[src/rtl/instr_encoder_loader.sv]
`default_nettype none
// ============================================================================
//  Module      : instr_encoder_loader
//  Description : Encodes decoded RV32I instruction fields into 32-bit words.
//                It takes the fields from a valid/ready stream and writes the
//                words to consecutive instruction-memory addresses. It is used
//                to preload a program before the core starts. Immediates are
//                range-checked. An illegal request halts the loader and sets a
//                sticky error code.
//  Ports       : clk, reset            - clock, synchronous active-high reset
//                start                 - open a new load session
//                in_valid / in_ready   - request handshake
//                in_kind .. in_imm     - decoded instruction fields
//                imem_we/addr/wdata    - instruction-memory write port
//                count, busy, full     - session progress
//                err, err_code         - sticky error (1 kind, 2 range, 3 align)
//  Revision    : 1.0 - initial release
// ============================================================================
module instr_encoder_loader #(
  parameter int ADDR_W    = 8,
  parameter int BASE_ADDR = 0,
  parameter int DEPTH     = 256
) (
  input  logic              clk,
  input  logic              reset,
  input  logic              start,
  input  logic              in_valid,
  output logic              in_ready,
  input  logic [3:0]        in_kind,
  input  logic [4:0]        in_rd,
  input  logic [4:0]        in_rs1,
  input  logic [4:0]        in_rs2,
  input  logic [2:0]        in_funct3,
  input  logic              in_f7b5,
  input  logic [31:0]       in_imm,
  output logic              imem_we,
  output logic [ADDR_W-1:0] imem_addr,
  output logic [31:0]       imem_wdata,
  output logic [ADDR_W:0]   count,
  output logic              busy,
  output logic              full,
  output logic              err,
  output logic [1:0]        err_code
);

  localparam logic [1:0] S_IDLE   = 2'd0;
  localparam logic [1:0] S_ACTIVE = 2'd1;
  localparam logic [1:0] S_FULL   = 2'd2;
  localparam logic [1:0] S_ERR    = 2'd3;

  localparam logic [3:0] K_R      = 4'd0;
  localparam logic [3:0] K_I_ALU  = 4'd1;
  localparam logic [3:0] K_LOAD   = 4'd2;
  localparam logic [3:0] K_STORE  = 4'd3;
  localparam logic [3:0] K_BRANCH = 4'd4;
  localparam logic [3:0] K_JAL    = 4'd5;
  localparam logic [3:0] K_JALR   = 4'd6;
  localparam logic [3:0] K_LUI    = 4'd7;
  localparam logic [3:0] K_AUIPC  = 4'd8;

  localparam logic [1:0] E_NONE  = 2'd0;
  localparam logic [1:0] E_KIND  = 2'd1;
  localparam logic [1:0] E_RANGE = 2'd2;
  localparam logic [1:0] E_ALIGN = 2'd3;

  localparam logic [ADDR_W:0]   c_DEPTH = DEPTH[ADDR_W:0];
  localparam logic [ADDR_W:0]   c_ONE   = {{ADDR_W{1'b0}}, 1'b1};
  localparam logic [ADDR_W-1:0] c_BASE  = BASE_ADDR[ADDR_W-1:0];

  logic [1:0]         r_state;
  logic [31:0]        w_word;
  logic [1:0]         w_code;
  logic               w_accept;
  logic               w_is_shift;
  logic               w_fit_i;
  logic               w_fit_b;
  logic               w_fit_j;
  logic signed [31:0] w_imm_s;

  // in_ready depends only on registered state. It never combines with in_valid.
  assign in_ready = (r_state == S_ACTIVE) && (count < c_DEPTH);
  assign w_accept = in_valid && in_ready;
  assign busy     = (r_state == S_ACTIVE);
  assign full     = (count == c_DEPTH);

  assign w_imm_s    = $signed(in_imm);
  assign w_is_shift = (in_funct3 == 3'b001) || (in_funct3 == 3'b101);
  assign w_fit_i    = (w_imm_s >= -32'sd2048)    && (w_imm_s <= 32'sd2047);
  assign w_fit_b    = (w_imm_s >= -32'sd4096)    && (w_imm_s <= 32'sd4094);
  assign w_fit_j    = (w_imm_s >= -32'sd1048576) && (w_imm_s <= 32'sd1048574);

  // Encoder and legality check. The range check is done first, so a
  // misalignment error is only reported for values that are in range.
  always_comb begin
    w_word = 32'd0;
    w_code = E_NONE;
    case (in_kind)
      K_R: begin
        w_word = {1'b0, in_f7b5, 5'b00000, in_rs2, in_rs1, in_funct3, in_rd, 7'b0110011};
      end
      K_I_ALU: begin
        if (w_is_shift) begin
          w_word = {1'b0, in_f7b5, 5'b00000, in_imm[4:0], in_rs1, in_funct3, in_rd, 7'b0010011};
          if (in_imm[31:5] != 27'd0) w_code = E_RANGE;
        end else begin
          w_word = {in_imm[11:0], in_rs1, in_funct3, in_rd, 7'b0010011};
          if (!w_fit_i) w_code = E_RANGE;
        end
      end
      K_LOAD: begin
        w_word = {in_imm[11:0], in_rs1, in_funct3, in_rd, 7'b0000011};
        if (!w_fit_i) w_code = E_RANGE;
      end
      K_STORE: begin
        w_word = {in_imm[11:5], in_rs2, in_rs1, in_funct3, in_imm[4:0], 7'b0100011};
        if (!w_fit_i) w_code = E_RANGE;
      end
      K_BRANCH: begin
        w_word = {in_imm[12], in_imm[10:5], in_rs2, in_rs1, in_funct3,
                  in_imm[4:1], in_imm[11], 7'b1100011};
        if (!w_fit_b)        w_code = E_RANGE;
        else if (in_imm[0])  w_code = E_ALIGN;
      end
      K_JAL: begin
        w_word = {in_imm[20], in_imm[10:1], in_imm[11], in_imm[19:12], in_rd, 7'b1101111};
        if (!w_fit_j)        w_code = E_RANGE;
        else if (in_imm[0])  w_code = E_ALIGN;
      end
      K_JALR: begin
        w_word = {in_imm[11:0], in_rs1, 3'b000, in_rd, 7'b1100111};
        if (!w_fit_i) w_code = E_RANGE;
      end
      K_LUI: begin
        w_word = {in_imm[31:12], in_rd, 7'b0110111};
        if (in_imm[11:0] != 12'd0) w_code = E_ALIGN;
      end
      K_AUIPC: begin
        w_word = {in_imm[31:12], in_rd, 7'b0010111};
        if (in_imm[11:0] != 12'd0) w_code = E_ALIGN;
      end
      default: begin
        w_code = E_KIND;
      end
    endcase
  end

  always_ff @(posedge clk) begin
    if (reset) begin
      r_state    <= S_IDLE;
      imem_we    <= 1'b0;
      imem_addr  <= c_BASE;
      imem_wdata <= 32'd0;
      count      <= '0;
      err        <= 1'b0;
      err_code   <= E_NONE;
    end else begin
      // The write strobe is a single-cycle pulse.
      imem_we <= 1'b0;
      if (start) begin
        // A request that arrives in the same cycle as start is dropped.
        r_state  <= S_ACTIVE;
        count    <= '0;
        err      <= 1'b0;
        err_code <= E_NONE;
      end else if (w_accept) begin
        if (w_code != E_NONE) begin
          r_state  <= S_ERR;
          err      <= 1'b1;
          err_code <= w_code;
        end else begin
          imem_we    <= 1'b1;
          imem_addr  <= c_BASE + count[ADDR_W-1:0];
          imem_wdata <= w_word;
          count      <= count + c_ONE;
          if (count == c_DEPTH - c_ONE) r_state <= S_FULL;
        end
      end
    end
  end

endmodule
`default_nettype wire
[config.mk]
export PLATFORM = sky130hd
export DESIGN_NAME = instr_encoder_loader
export DESIGN_NICKNAME = d
export VERILOG_FILES = /design/src/rtl/instr_encoder_loader.sv
export SDC_FILE = /design/constraint.sdc
export NUM_CORES = 1
export LEC_CHECK = 0
export CORE_UTILIZATION = 37
export CTS_CLUSTER_SIZE = 28
export DETAILED_ROUTE_END_ITERATION = 16
export MAX_ROUTING_LAYER = met4
export PLACE_DENSITY = 0.73
export SLEW_MARGIN = 10
export SYNTH_ARGS = -nofsm -noshare
export SYNTH_HDL_FRONTEND = slang
export SYNTH_SLANG_ARGS = --single-unit
[constraint.sdc]
create_clock -name clk -period 7.9 [get_ports clk]
set_clock_uncertainty 0.15 [all_clocks]
set_input_delay 1.58 -clock clk [delete_from_list [all_inputs] [get_ports clk]]
set_output_delay 1.58 -clock clk [all_outputs]
set_load 0.01 [all_outputs]
==> results.py, run 1 <==
metrics = {
    "finish": {
        "n_fill_cell": 929,
        "syn_to_final_growth_pct": 35.6,
        "n_antenna_cell": 0,
        "layout_common_cells": "clkdlybuf4s50_1 (114), nand2_1 (82), dfxtp_1 (54)",
        "drive_gt1_frac": 0.0447,
        "multiInputGateArea_um2": 2330,
        "register_area_um2": 1080,
        "stdcell_count": 688,
        "layout_commonest_cell": "clkdlybuf4s50_1",
        "fin_util": 0.523,
        "fin_nets": 620,
    },
    "run_status": {
        "run_status": "finished, final reports clean",
    },
    "synthesis": {
        "synth_edf_count": 0,
        "synth.distinct_cells": 59,
        "synth_top_cell_by_area": "dfxtp_1",
        "synth-seq-cells": 54,
        "synth_ff_type": "dfxtp_1",
        "synth_cells": 467,
        "yosysWarnings": 0,
        "synthArstFlopShare": 0,
        "ys_seq_area_frac": 0.299,
        "synth_top_area_frac": 0.299,
        "synth_top_cells_by_area": "dfxtp_1 (30%), mux2i_1 (10%), nand2_1 (8.5%)",
        "syn-num-nets": 529,
        "syn_area_um2": 3610,
        "avgSynthCellArea_um2": 7.74,
    },
    "drt": {
        "viasPerCell": 5.65,
        "wire_per_inst_um": 16.4,
        "drt-initial-drc-count": 308,
        "dr.pass1.iters": 5,
        "postRouteAntennaNets": 0,
        "routed_wl_mm": 11.3,
        "drc": 0,
        "num_vias": 3890,
    },
    "critical_path": {
        "critPathCaptureType": "flip-flop",
        "critPathLaunchType": "primary input",
        "cp.required_ps": 7980,
        "cp.arrival_ps": 5320,
        "cpMostUsedCell": "buf_4",
        "critPathMaxFanout": 25,
        "criticalPathCategory": "in -> reg",
        "critical-path-max-stage-delay_ps": 610,
        "crit_slowest_cell": "clkdlybuf4s50_1",
        "reg2reg_slack_ps": 5320,
        "cp_cell_sequence": "clkdlybuf4s50_1 -> buf_4 -> nor3_1 -> a32o_1 -> a221oi_1 -> o21ai_1 -> or4b_1 -> buf_4 -> mux2i_1",
    },
    "cts": {
        "cts_sinks": 54,
        "cts-hold-fix-buffers": 0,
        "clk_pin_slew_ps": 100,
        "clk_latency_ps": 310,
        "ctsRootBufferMaster": "clkbuf_8",
        "cts_max_level": 2,
        "numCtsBuffers": 5,
        "cts_resized": 0,
        "post_cts.repair.setup_buffers": 0,
        "clk_path_buf_depth": 2,
        "cts_tree": "built",
    },
    "sta": {
        "finalSetupViolCount": 0,
        "slew_viol_final": 0,
        "tightest_slew_ps": 913,
        "hold_viol": 0,
        "period_needed_ps": 5230,
        "rsz0062_at_grt": "no",
        "fin_setup_tns_ps": 0,
        "fin_crit_sh": 0.662,
        "relSlewSlack": 0.389,
        "max_freq_mhz": 191,
    },
    "min_path": {
        "hp-class": "reg -> reg",
    },
    "power": {
        "finalPower_mw": 0.582,
        "power_leakage_nw": 1.73,
        "p_sw_mw": 0.167,
        "power_density_nw_per_um2": 119,
        "power.internal_mw": 0.415,
        "pwr-share-seq": 0.474,
        "p_comb_frac": 0.226,
        "swShare": 0.287,
        "clockPowerShare": 0.299,
        "irDropWorstVdd_mv": 0.0606,
    },
    "placed_design": {
        "portBuffers": 114,
        "gp_congestion": 0.985,
        "dp_hpwl_mm": 8.52,
        "dp_cells": 680,
    },
    "global_routing": {
        "grt_pass1_vias": 3651,
        "grt_pass1_wl_mm": 18.3,
        "grt_max_degree": 56,
        "grt_use_total": 0.233,
        "antenna_found_initial": 0,
        "overflow": 0,
    },
    "floorplan": {
        "row_count": 35,
        "fp.dieH_um": 101,
        "core-area_um2": 9370,
        "io_pins": 115,
        "die_x_um": 101,
        "start_util": 0.386,
        "die-area_um2": 10200,
    },
    "run": {
        "cap_viol_max_count": 0,
    },
}
-- worst paths after layout --
kind	startpoint	to	depth (start not counted)
worst max-delay path	in_kind[1]	imem_wdata[2]$_SDFFE_PP0P_	9
worst min-delay path	imem_addr[7]$_SDFFE_PP0P_	imem_addr[7]$_SDFFE_PP0P_	2
worst max register to register	count[8]$_SDFFE_PP0P_	imem_wdata[2]$_SDFFE_PP0P_	6
worst min register to register	imem_addr[7]$_SDFFE_PP0P_	imem_addr[7]$_SDFFE_PP0P_	2
-- cell type report --
class                           instances  area share
Clock inverter                          1     0.00179
Inverter                                8     0.00613
Tap cell                              129      0.0330
Timing Repair Buffer                  120       0.242
Sequential cell                        54       0.221
Clock buffer                            7      0.0197
Multi-Input combinational cell        369       0.477
-- worst max-delay path, delay by kind of cell --
kind	cells	cell delay, ps
mux	1	240
compound gates	3	1030
simple gates	2	1120
buf+inv	3	1330
-- Yosys cell counts (5+ instances only) --
library cell   n
nand4_1       17
mux2_1         8
nor3_1         7
a21oi_1       35
o22ai_1        8
dfxtp_1       54
a22oi_1        8
nand3_1        6
and3_1         5
nor4_1        15
mux2i_1       37
a221oi_1       5
clkbuf_1      24
or3_1          7
and2_1         5
inv_1          7
nor2b_1       38
o21ai_0       10
nand2_1       82
nor2_1        19
-- cell families after synthesis --
logic type | after synthesis | synth area share
simple gates | 222 | 0.321
compound gates | 96 | 0.173
buf+inv | 44 | 0.0571
mux | 47 | 0.137
fa+ha+maj | 3 | 0.0104
flops | 54 | 0.299
xor+xnor | 1 | 0.00242
-- flip-flops by register name (all words and copies together) (netlist names) --
name and flops:
imem_addr 8, r_state 2, count 9, imem_wdata 31, err_code 2, err 1
imem_we 1
-- stage by stage --
step	hold WS [ps]	cell area (um2)	worst slack, ps
6_report	314	4900	2670
2_1_floorplan	317	3610	4140
3_5_place_dp	297	4790	2450
4_1_cts	317	4900	2760
5_1_grt	332	4900	2380
3_3_place_gp	294	4790	2610
-- metal layers --
layer / global-route usage / part of all wire / vias to the layer above
li1: - / - / 1893
met1: 0.319 / 0.48 / 1814
met2: 0.363 / 0.45 / 167
met3: 0.0305 / 0.065 / 16
met4: 0.0591 / 0.012 / 0
met5: - / 0 / -
-- power by group through the flow --
stage	registers, mW	logic [mW]	clock network [mW]
floorplan	0.283	0.0683	0
global placement	0.282	0.128	0
detailed placement	0.282	0.130	0
CTS	0.276	0.130	0.178
global route	0.277	0.142	0.188
finish	0.276	0.132	0.174
(Power assumes the default switching activity.)
==> inputs of run 2 (changes only) <==
--- a/config.mk
+++ b/config.mk
@@ -9,7 +9,7 @@
 export CTS_CLUSTER_SIZE = 28
 export DETAILED_ROUTE_END_ITERATION = 16
 export MAX_ROUTING_LAYER = met4
-export PLACE_DENSITY = 0.73
+export PLACE_DENSITY = 0.76
 export SLEW_MARGIN = 10
 export SYNTH_ARGS = -nofsm -noshare
 export SYNTH_HDL_FRONTEND = slang
==> constraint.sdc (replaced) <==
create_clock -name clk -period 4.6 [get_ports clk]
set_clock_uncertainty 0.15 [all_clocks]
set_input_delay 0.92 -clock clk [delete_from_list [all_inputs] [get_ports clk]]
set_output_delay 0.92 -clock clk [all_outputs]
set_load 0.01 [all_outputs]
==> run 2 against run 1 <==
Against the previous run:
- clock-buffer cell count is 2 lower
- core utilization is 0.77 points higher
- worst hold slack worse by 2.1 ps
- non-clock buffer count is 8 higher
- sequential share of layout area is 0.32 points lower
- critical path depth is 1 lower
- largest cell class unchanged
- largest power group unchanged
- highest routed layer unchanged
==> results.py, run 2 (synthesis gave the netlist of run 1 again) <==
metrics = {
    "cts": {
        "ctsRootBufferMaster": "clkbuf_8",
        "clk_path_buf_depth": 2,
        "cts-hold-fix-buffers": 0,
        "cts_resized": 0,
        "cts_sinks": 54,
        "clk_latency_ps": 320,
        "cts_tree": "built",
        "cts_max_level": 2,
        "clk_pin_slew_ps": 110,
        "post_cts.repair.setup_buffers": 0,
        "numCtsBuffers": 5,
    },
    "finish": {
        "fin_nets": 628,
        "multiInputGateArea_um2": 2330,
        "layout_commonest_cell": "clkdlybuf4s50_1",
        "largest_reg_flops": 31,
        "n_antenna_cell": 0,
        "largest_registers": "imem_wdata (31), count (9), imem_addr (8)",
        "fin_util": 0.530,
        "drive_gt1_frac": 0.0582,
        "syn_to_final_growth_pct": 37.6,
        "n_fill_cell": 875,
        "stdcell_count": 696,
        "layout_common_cells": "clkdlybuf4s50_1 (114), nand2_1 (82), dfxtp_1 (54)",
        "largest_register": "imem_wdata",
        "register_area_um2": 1080,
    },
    "critical_path": {
        "cp_num_cells": 8,
        "cp.arrival_ps": 3870,
        "cp.required_ps": 4660,
        "critPathLaunchType": "primary input",
        "criticalPathCategory": "in -> reg",
        "path_delay_family": "buffers and inverters",
        "path_buf_inv": 3,
        "worstRegToRegCells": 6,
        "critPathCaptureType": "flip-flop",
        "crit_slowest_cell": "clkdlybuf4s50_1",
        "critical-path-max-stage-delay_ps": 700,
        "critPathMaxFanout": 28,
        "cpMostUsedCell": "buf_4",
        "cp_cell_sequence": "clkdlybuf4s50_1 -> buf_4 -> or4_1 -> a32o_1 -> o21ai_1 -> or4b_1 -> buf_4 -> mux2_1",
    },
    "min_path": {
        "whs_path_depth": 2,
        "hp-class": "reg -> reg",
    },
    "placed_design": {
        "pre_cts_ws_ps": 486,
        "dp_cells": 688,
        "dp_hpwl_mm": 8.48,
        "portBuffers": 114,
        "gp_congestion": 0.953,
    },
    "sta": {
        "slew_viol_final": 0,
        "fin_crit_sh": 0.826,
        "rsz0062_at_grt": "no",
        "tightest_slew_ps": 858,
        "max_freq_mhz": 263,
        "relSlewSlack": 0.427,
        "hold_viol": 0,
        "period_needed_ps": 3800,
        "layout_setup_ws_ps": 798,
        "fin_setup_tns_ps": 0,
        "finalSetupViolCount": 0,
    },
    "power": {
        "power_leakage_nw": 1.77,
        "power_density_nw_per_um2": 212,
        "irDropWorstVdd_mv": 0.194,
    },
    "floorplan": {
        "io_pins": 115,
        "start_util": 0.386,
        "die-area_um2": 10200,
        "core-area_um2": 9370,
        "row_count": 35,
        "fp.dieH_um": 101,
        "die_x_um": 101,
    },
    "global_routing": {
        "grt_pass1_vias": 3582,
        "grt_max_degree": 56,
        "antenna_found_initial": 0,
        "grt_use_total": 0.236,
        "overflow": 0,
        "grt_pass1_wl_mm": 18.4,
    },
    "drt": {
        "routed_wl_mm": 11.2,
        "num_vias": 3903,
        "drc": 0,
        "viasPerCell": 5.61,
        "wire_per_inst_um": 16.2,
        "drt-initial-drc-count": 379,
        "postRouteAntennaNets": 0,
        "dr.pass1.iters": 5,
    },
    "run": {
        "cap_viol_max_count": 0,
    },
    "run_status": {
        "run_status": "finished, final reports clean",
    },
}
==> run 2: cell types whose count changed in the layout (fill, tap and decap cells not counted) <==
cell,delta
clkinv_4,-1
inv_8,+1
clkbuf_8,-2
buf_4,+8
bufinv_16,+1
clkinvlp_4,+1
==> run 2: final timing paths <==
path / slack [ps] / startpoint / end
setup reg to reg: 2120 / count[8]$_SDFFE_PP0P_ / imem_wdata[29]$_SDFFE_PP0P_
hold reg to reg: 310 / imem_wdata[30]$_SDFFE_PP0P_ / imem_wdata[30]$_SDFFE_PP0P_
setup / recovery: 800 / in_kind[1] / imem_wdata[29]$_SDFFE_PP0P_
hold / removal: 310 / imem_wdata[30]$_SDFFE_PP0P_ / imem_wdata[30]$_SDFFE_PP0P_
==> run 2: stage by stage <==
stage / power (mW) / hold slack, ps / cell area (um2)
2_1_floorplan: 0.603 / 317 / 3610
3_3_place_gp: 0.710 / 295 / 4850
3_5_place_dp: 0.713 / 301 / 4850
4_1_cts: 1.05 / 317 / 4970
5_1_grt: 1.10 / 345 / 4970
6_report: 1.05 / 312 / 4970
==> run 2: power by group <==
part           switching [mW]  internal (mW)
Combinational           0.124          0.108
Clock                   0.181          0.166
Sequential            0.00265          0.472
==> run 2: worst reg2reg max path, delay by kind of cell, from the launching register on <==
| family | cells | cell delay, ps |
|---|---|---|
| simple gates | 4 | 1190 |
| flops | 1 | 380 |
| mux | 1 | 370 |
| buf+inv | 1 | 290 |
==> run 2: area by class of cell <==
type,instances,area share
Tap cell,129,0.0325
Clock inverter,3,0.00982
Inverter,8,0.00604
Timing Repair Buffer,128,0.251
Clock buffer,5,0.0138
Sequential cell,54,0.217
Multi-Input combinational cell,369,0.470
==> run 2: routing by layer <==
layer	routed length, um	track usage	share of wire	vias to the layer above
met5	0	-	0	-
met4	176	0.0569	0.016	0
met3	967	0.0472	0.086	20
met2	5000	0.349	0.44	189
met1	5110	0.329	0.45	1793
li1	-	-	-	1901
==> inputs of run 3 (changes only) <==
--- a/config.mk
+++ b/config.mk
@@ -9,7 +9,7 @@
 export CTS_CLUSTER_SIZE = 28
 export DETAILED_ROUTE_END_ITERATION = 16
 export MAX_ROUTING_LAYER = met4
-export PLACE_DENSITY = 0.76
+export PLACE_DENSITY = 0.73
 export SLEW_MARGIN = 10
 export SYNTH_ARGS = -nofsm -noshare
 export SYNTH_HDL_FRONTEND = slang
==> constraint.sdc (replaced) <==
create_clock -name clk -period 3.5 [get_ports clk]
set_clock_uncertainty 0.15 [all_clocks]
set_input_delay 0.7 -clock clk [delete_from_list [all_inputs] [get_ports clk]]
set_output_delay 0.7 -clock clk [all_outputs]
set_load 0.01 [all_outputs]
==> run 3 against run 2 <==
Against the previous run:
- total power is 33% higher
- die area stayed put
- sequential power is 31% higher
- setup slack worse by 570 ps
- combinational power is 46% higher
- cell area is 5.7% higher
- register-to-register slack worse by 950 ps
- largest power group unchanged
- highest routed layer unchanged
==> results.py, run 3 (synthesis gave the netlist of run 1 again) <==
metrics = {
    "run_status": {
        "run_status": "finished, final reports clean",
    },
    "min_path": {
        "whs_path_depth": 2,
        "hp-class": "reg -> reg",
    },
    "floorplan": {
        "die-area_um2": 10200,
        "die_x_um": 101,
        "io_pins": 115,
        "fp.dieH_um": 101,
        "start_util": 0.386,
        "core-area_um2": 9370,
        "row_count": 35,
    },
    "sta": {
        "finalSetupViolCount": 0,
        "rsz0062_at_grt": "no",
        "timing.hold.ws_ps": 301,
        "hold_viol": 0,
        "fin_crit_sh": 0.935,
        "slew_viol_final": 0,
        "relSlewSlack": 0.488,
        "max_freq_mhz": 306,
        "tightest_slew_ps": 766,
        "period_needed_ps": 3270,
    },
    "placed_design": {
        "portBuffers": 114,
        "gp_congestion": 0.923,
        "dp_hpwl_mm": 9.08,
        "postPlaceCellArea_um2": 5130,
    },
    "finish": {
        "largest_register": "imem_wdata",
        "largest_registers": "imem_wdata (31), count (9), imem_addr (8)",
        "layout_common_cells": "clkdlybuf4s50_1 (114), nand2_1 (82), dfxtp_1 (54)",
        "syn_to_final_growth_pct": 45.4,
        "register_area_um2": 1080,
        "n_fill_cell": 871,
        "fin_util": 0.561,
        "stdcell_area_um2": 5260,
        "n_antenna_cell": 0,
        "largest_reg_flops": 31,
        "drive_gt1_frac": 0.111,
        "multiInputGateArea_um2": 2330,
        "fin_nets": 662,
        "layout_commonest_cell": "clkdlybuf4s50_1",
    },
    "critical_path": {
        "cp.arrival_ps": 3300,
        "cp_cell_sequence": "clkdlybuf4s50_1 -> nor4_1 -> nand4_1 -> a221oi_1 -> o21ai_1 -> or4b_1 -> buf_4 -> buf_12 -> mux2i_1",
        "worstRegToRegCells": 7,
        "critPathMaxFanout": 20,
        "path_delay_family": "simple AND/OR/NAND/NOR gates",
        "critPathLaunchType": "primary input",
        "criticalPathCategory": "in -> reg",
        "cp_num_cells": 9,
        "path_buf_inv": 3,
        "crit_slowest_cell": "or4b_1",
        "critPathCaptureType": "flip-flop",
        "critical-path-max-stage-delay_ps": 530,
        "cp.required_ps": 3520,
    },
    "cts": {
        "numCtsBuffers": 5,
        "cts_max_level": 2,
        "ctsRootBufferMaster": "clkbuf_8",
        "post_cts.repair.setup_buffers": 0,
        "clk_path_buf_depth": 2,
        "cts-hold-fix-buffers": 0,
        "clk_latency_ps": 310,
        "clk_pin_slew_ps": 100,
        "cts_tree": "built",
        "cts_resized": 0,
        "cts_sinks": 54,
    },
    "global_routing": {
        "grt_pass1_vias": 3881,
        "overflow": 0,
        "grt_pass1_wl_mm": 19.1,
        "grt_max_degree": 39,
        "antenna_found_initial": 0,
        "grt_use_total": 0.242,
    },
    "drt": {
        "dr.pass1.iters": 5,
        "wire_per_inst_um": 16.0,
        "routed_wl_mm": 11.7,
        "postRouteAntennaNets": 0,
        "viasPerCell": 5.61,
        "drc": 0,
        "drt-initial-drc-count": 304,
        "num_vias": 4093,
    },
    "run": {
        "cap_viol_max_count": 0,
    },
    "power": {
        "finalPower_mw": 1.40,
        "power_density_nw_per_um2": 267,
        "irDropWorstVdd_mv": 0.167,
        "power_leakage_nw": 1.95,
    },
}
==> run 3: area by class of cell <==
type                            count  share of cell area
Timing Repair Buffer              162               0.290
Inverter                            8             0.00571
Multi-Input combinational cell    369               0.444
Clock inverter                      2             0.00738
Sequential cell                    54               0.206
Tap cell                          129              0.0307
Clock buffer                        6              0.0157
==> run 3: path summary, 6_finish.rpt <==
kind                              start                          end  slack (ps)
min reg2reg  imem_wdata[4]$_SDFFE_PP0P_   imem_wdata[4]$_SDFFE_PP0P_         300
max                           in_imm[7]  imem_wdata[24]$_SDFFE_PP0P_         230
max reg2reg       count[8]$_SDFFE_PP0P_  imem_wdata[24]$_SDFFE_PP0P_        1170
min          imem_wdata[4]$_SDFFE_PP0P_   imem_wdata[4]$_SDFFE_PP0P_         300
==> run 3: layer usage <==
layer  vias up  wire [um]  GRT usage
met5         -          0          -
met4         0        167     0.0569
met1      1929       5300      0.338
li1       1967          -          -
met3        16        817     0.0243
met2       181       5410      0.378
==> run 3: power by group <==
group          switching (mW)  internal [mW]  total (mW)
Sequential            0.00339          0.620       0.623
Combinational           0.172          0.166       0.338
Clock                   0.207          0.236       0.443
Total                   0.383           1.02        1.40
==> run 3: worst register-to-register path, cell delays in order, from the launching register on <==
cell and delay (ps):
dfxtp_1 370, nor3b_1 330, nand2_1 170, nor2_1 210
or4b_1 460, buf_4 200, buf_12 170, mux2i_1 130
==> run 3: through the flow <==
step / TNS, ps / cells / setup WS (ps)
floorplan: 0 / 467 / 623
global placement: -353 / 722 / -24.9
detailed placement: -1030 / 722 / -60.6
CTS: 0 / 730 / 253
global route: 0 / 730 / 52.8
finish: 0 / 730 / 227
